$ cat config.mk
export PLATFORM = sky130hd
export DESIGN_NAME = cc_pt_feeder
export DESIGN_NICKNAME = d
export VERILOG_FILES = /design/src/rtl/cc_pt_feeder.sv
export SDC_FILE = /design/constraint.sdc
export NUM_CORES = 2
export LEC_CHECK = 0
export CAP_MARGIN = 20
export CORE_ASPECT_RATIO = 0.8
export CORE_MARGIN = 2
export CORE_UTILIZATION = 53
export CTS_CLUSTER_DIAMETER = 60
export DETAILED_ROUTE_END_ITERATION = 10
export PLACE_DENSITY = 0.79
export REMOVE_ABC_BUFFERS = 1
export SLEW_MARGIN = 10
export SYNTH_ARGS = -nofsm -noshare
export SYNTH_HDL_FRONTEND = slang
export SYNTH_SLANG_ARGS = --single-unit
$ cat constraint.sdc
create_clock -name i_clk -period 3.6 [get_ports i_clk]
set_input_delay 1.08 -clock i_clk [delete_from_list [all_inputs] [get_ports i_clk]]
set_output_delay 1.08 -clock i_clk [all_outputs]
set_load 0.02 [all_outputs]
$ cat src/rtl/cc_pt_feeder.sv
// Packs a little-endian 32-bit word stream into 512-bit ChaCha20 plaintext blocks for cc_encrypt.
// Each block is handed over one cycle after it is both complete and requested; the final block is zero-padded.
module cc_pt_feeder #(
  parameter int LEN_W  = 32,
  parameter int BLK_WD = 16
) (
  input  logic                  i_clk,
  input  logic                  i_rst,
  input  logic                  i_cfg_vld,
  input  logic [LEN_W-1:0]      i_len,
  input  logic [31:0]           i_s_data,
  input  logic                  i_s_vld,
  output logic                  o_s_rdy,
  input  logic                  i_req,
  output logic                  o_start,
  output logic [LEN_W-1:0]      o_len,
  output logic [BLK_WD*32-1:0]  o_pt,
  output logic                  o_pt_vld,
  output logic                  o_busy,
  output logic                  o_done,
  output logic                  o_err
);

  localparam int WC_W = $clog2(BLK_WD);

  typedef enum logic [1:0] {IDLE, FILL, READY, DONE} state_t;

  state_t                  state_q;
  logic [WC_W-1:0]         w_cnt_q;
  logic [LEN_W-1:0]        rem_q;
  logic [1:0]              tail_q;
  logic                    pending_q;
  logic [BLK_WD-1:0][31:0] stg_q;

  logic [LEN_W-1:0]        nwd_d;
  logic [31:0]             word_d;
  logic                    take;
  logic                    last_word;
  logic                    blk_full;

  // rem_q counts words still to accept; staging-block capacity is tracked by w_cnt_q
  assign nwd_d     = (i_len >> 2) + LEN_W'(i_len[1:0] != 2'd0);
  assign o_s_rdy   = (state_q == FILL) && (rem_q != '0);
  assign take      = i_s_vld & o_s_rdy;
  assign last_word = (rem_q == LEN_W'(1));
  assign blk_full  = (w_cnt_q == WC_W'(BLK_WD - 1));

  always_comb begin
    word_d = i_s_data;
    if (last_word) begin
      case (tail_q)
        2'd1:    word_d = {24'd0, i_s_data[7:0]};
        2'd2:    word_d = {16'd0, i_s_data[15:0]};
        2'd3:    word_d = {8'd0,  i_s_data[23:0]};
        default: word_d = i_s_data;
      endcase
    end
  end

  always_ff @(posedge i_clk) begin
    if (i_rst) begin
      state_q   <= IDLE;
      w_cnt_q   <= '0;
      rem_q     <= '0;
      tail_q    <= '0;
      pending_q <= 1'b0;
      stg_q     <= '0;
      o_start   <= 1'b0;
      o_len     <= '0;
      o_pt      <= '0;
      o_pt_vld  <= 1'b0;
      o_busy    <= 1'b0;
      o_done    <= 1'b0;
      o_err     <= 1'b0;
    end else begin
      o_start  <= 1'b0;
      o_pt_vld <= 1'b0;
      o_done   <= 1'b0;
      case (state_q)
        IDLE: begin
          if (i_cfg_vld) begin
            if (i_len != '0) begin
              o_len     <= i_len;
              rem_q     <= nwd_d;
              tail_q    <= i_len[1:0];
              stg_q     <= '0;
              w_cnt_q   <= '0;
              pending_q <= 1'b0;
              o_busy    <= 1'b1;
              o_start   <= 1'b1;
              state_q   <= FILL;
            end else begin
              o_done <= 1'b1;
            end
          end
        end
        FILL: begin
          if (i_req) begin
            if (pending_q) o_err <= 1'b1;
            else           pending_q <= 1'b1;
          end
          if (take) begin
            stg_q[w_cnt_q] <= word_d;
            w_cnt_q        <= w_cnt_q + WC_W'(1);
            rem_q          <= rem_q - LEN_W'(1);
            if (last_word || blk_full) state_q <= READY;
          end
        end
        READY: begin
          if (i_req && pending_q) o_err <= 1'b1;
          if (pending_q || i_req) begin
            o_pt      <= stg_q;
            o_pt_vld  <= 1'b1;
            pending_q <= 1'b0;
            w_cnt_q   <= '0;
            if (rem_q == '0) begin
              state_q <= DONE;
            end else begin
              stg_q   <= '0;
              state_q <= FILL;
            end
          end
        end
        DONE: begin
          o_done  <= 1'b1;
          o_busy  <= 1'b0;
          state_q <= IDLE;
        end
        default: state_q <= IDLE;
      endcase
    end
  end

endmodule
==> metrics.log <==
[metrics] run status: completed
[metrics] sequential power share: 41.5%
[metrics] WL per Instance: 22.0 um
[metrics] net switching power: 9.76 mW
[metrics] die footprint: 75000 um2
[metrics] clock-pin slew on the worst setup and hold paths: 70 ps
[metrics] non-filler instance count after layout: 5677
[metrics] IO Count: 619
[metrics] max-slew violation count: 0
[metrics] number of antenna violations at the first check in global routing: 8
[metrics] Post-DP HPWL: 79.3 mm
[metrics] number of synthesized flops with an enable pin: 0
[metrics] asr flop ratio synth: 0%
[metrics] total vias in the final route: 33400
[metrics] CTS tree: done
[metrics] Worst EP arrival: 2340 ps
[metrics] leakage power: 17.5 nW
[metrics] wire length of the first global-routing pass: 187 mm
[metrics] commonest non-fill, non-tap cell in the layout: sky130_fd_sc_hd__dfxtp_1
[metrics] final setup violating endpoints: 0
[metrics] Final Wtd Congestion: 0.879
[metrics] Power Dens Cells: 615 nW/um2
[metrics] HP Start: stg_q[243]$_SDFFE_PP0P_
[metrics] 1st-pass router iterations: 8
[metrics] clock network fraction of design power: 35.7%
[metrics] number of cell instances on the worst register-to-register path: 10
[metrics] overall fraction of global-route tracks in use: 31.8%
[metrics] total congestion overflow: 0
[metrics] time the final worst path needs with I/O delays and setup: 3420 ps
[metrics] Port-buffer cells: 618
[metrics] crit path from: rem_q[0]$_SDFFE_PP0P_
[metrics] hold worst-path end: o_pt[243]$_SDFFE_PP0P_
[metrics] commonest cells after routing, fill and taps aside: sky130_fd_sc_hd__dfxtp_1 (1100), sky130_fd_sc_hd__nand2_1 (1071), sky130_fd_sc_hd__clkdlybuf4s50_1 (616)
[metrics] cell-by-cell trace of the critical path: inv_1 > ha_1 > nor4b_4 > nand4_4 > nor3_2 > nor2_1 > dlygate4sd2_1
[metrics] setup repair after global routing missed its margin: false
[metrics] drt initial violations: 3439
[metrics] kind of critical path: reg -> out
[metrics] total core area: 72100 um2
[metrics] area of the mapped netlist: 38600 um2
[metrics] Slew Limit Headroom: 38.8%
[metrics] CP Launch Type: flip-flop
[metrics] number of global-route vias before repair: 31000
[metrics] buffer depth of the longest clock path: 3
[metrics] Starting Density: 53.5%
[metrics] buffer and inverter count on the worst path: 2
[metrics] net switching share of the total power: 31.7%
[metrics] minimum setup slack in the final design: 179 ps
[metrics] number of different library cells in the post-synthesis netlist: 71
[metrics] ys flop type: sky130_fd_sc_hd__dfxtp_1
[metrics] Post-Route WL: 125 mm
[metrics] minimum setup slack after placement: -159 ps
[metrics] cell chosen for the clock root: sky130_fd_sc_hd__clkbuf_16
[metrics] measured slew at the worst slew-check pin: 914 ps
[metrics] Max Fclk: 292 MHz
[metrics] register bit total from synthesis: 1100
[metrics] master of the slowest instance on the critical path: sky130_fd_sc_hd__dfxtp_1
[metrics] minimum setup slack among reg-to-reg paths: 760 ps
[metrics] crit path max fanout: 5
[metrics] Setup Buffers After CTS: 0
[metrics] internal power summed over all cells: 21.0 mW
[metrics] Yosys warning total: 0
[metrics] class of the most critical hold timing path: reg -> reg
[metrics] height of the die: 245 um
[metrics] share of the yosys chip area belonging to registers: 57.1%
[metrics] largest voltage drop on the vdd net: 0.412 mV
[metrics] Nets: 4726
[metrics] synthesized netlist cell count: 4096
[metrics] number of levels in the clock H-tree: 3
[metrics] number of buffers created by CTS: 98
[metrics] Crit Reg-Reg Startpoint: state_q[0]$_SDFFE_PP0P_
[metrics] Mean Syn Cell Area: 9.42 um2
[metrics] share of layout cells above drive strength 1: 8.80%
[metrics] remaining design rule violation count: 0
[metrics] count of placed standard cells including taps: 5489
[metrics] final clock period utilization by the worst path: 95.0%
[metrics] crit path capture type: output pin
[metrics] clock latency reported for the late side of the worst-skew pair: 670 ps
[metrics] required time of the critical path: 2520 ps
[metrics] combinational share of power: 22.8%
[metrics] CP peak stage delay: 350 ps
[metrics] endpoints failing hold: 0
[metrics] vias per inst: 5.88
[metrics] CP top delay family: simple AND/OR/NAND/NOR gates
[metrics] number of maximum-capacitance constraint violations: 0
[metrics] count of antenna-violating nets left after detailed routing: 0
[metrics] worst clock skew: 32.6 ps
[metrics] TritonCTS Sinks: 1100
[metrics] worst reg2reg path endpoint: stg_q[2]$_SDFFE_PP0P_
[metrics] Cell Rows: 88
[metrics] Area growth syn-to-layout: 29.9%
[metrics] Chip Width: 306 um
[metrics] pin count of the biggest net entering global routing: 161
[metrics] CTS hold repair buffers: 0
[metrics] cell depth of the worst min-delay path: 2
cell type report:
class                           instances  area (um2)
Clock inverter                         40         592
Timing Repair Buffer                  803        8540
Inverter                               36         135
Antenna cell                            5        12.5
Sequential cell                      1100       22000
Clock buffer                          143        2840
Tap cell                              945        1180
Fill cell                            5402       22000
Multi-Input combinational cell       2605       14800
sequential cells by signal (all words and copies together), names as in the netlist, 2 cells and up:
| register | count |
|---|---|
| o_pt | 512 |
| stg_q | 512 |
| o_len | 32 |
| rem_q | 32 |
| w_cnt_q | 4 |
| state_q | 2 |
synth_stat cells, drive strengths merged (17+ instances only):
cell / n / share of area [%]
xnor2: 17 / 0.39
dfxtp: 1100 / 57
nand2: 1071 / 10
a21oi: 571 / 7.8
nor2: 103 / 1.0
buf: 140 / 2.4
nor4: 20 / 0.40
nor3: 26 / 0.35
nand4: 24 / 0.69
mux2i: 27 / 0.70
and3: 33 / 0.54
inv: 36 / 0.35
a22o: 369 / 8.4
o2bb2ai: 144 / 3.3
clkbuf: 215 / 2.1
nand3: 20 / 0.27
logic make-up after synthesis:
logic type | synth area share (%)
muxes | 0.701
adders and majority gates | 0.422
buffers and inverters | 4.86
and+or+nand+nor | 14.8
xor gates and xnor gates | 0.636
DFF | 57.1
AOI/OAI and AO/OA | 21.5
metal layers:
layer / track usage (%) / vias to the layer above / wire length, um
li1: - / 15300 / -
met5: 0 / - / 13
met2: 49.6 / 1697 / 56300
met1: 42.5 / 16100 / 51300
met4: 14.3 / 2 / 5620
met3: 6.94 / 286 / 11500
worst min-delay path: stages (launching register included):
cell,delay (ps)
sky130_fd_sc_hd__dfxtp_1,320
sky130_fd_sc_hd__nand2_1,50
sky130_fd_sc_hd__a21oi_1,50
power by group through the flow:
| stage | Clock (mW) | Sequential [mW] | Combinational [mW] |
|---|---|---|---|
| 6_report | 11.0 | 12.8 | 7.02 |
| 5_1_grt | 11.6 | 12.8 | 7.32 |
| 4_1_cts | 11.1 | 12.8 | 6.90 |
| 3_5_place_dp | 0 | 13.0 | 6.88 |
| 3_3_place_gp | 0 | 13.0 | 6.82 |
| 2_1_floorplan | 0 | 13.1 | 3.02 |
worst max-delay path by stage:
stage,endpoint,slack [ps],cells past startpoint
after floorplan,o_pt[0]$_SDFFE_PP0P_,-14230,3
after global placement,rem_q[22]$_SDFFE_PP0P_,-190,10
after detailed placement,rem_q[22]$_SDFFE_PP0P_,-160,10
after CTS,o_s_rdy,40,7
after global routing,o_s_rdy,40,7
final,o_s_rdy,180,7
what timing repair did:
item	CTS	global route
setup endpoints to repair	1	1
gates cloned	0	0
gates resized for setup	2	1
stage by stage:
stage | cell area (um2) | hold WS (ps) | setup TNS, ps | power (mW) | util, %
6_report | 50100 | 430 | 0 | 30.8 | 69.5
5_1_grt | 50100 | 465 | 0 | 31.7 | 69.5
4_1_cts | 50100 | 433 | 0 | 30.7 | 69.5
3_5_place_dp | 46700 | 442 | -3290 | 19.9 | 64.7
3_3_place_gp | 46700 | 438 | -835 | 19.8 | 64.7
2_1_floorplan | 36800 | 426 | -8384090 | 16.1 | -
(Power assumes the default switching activity.)
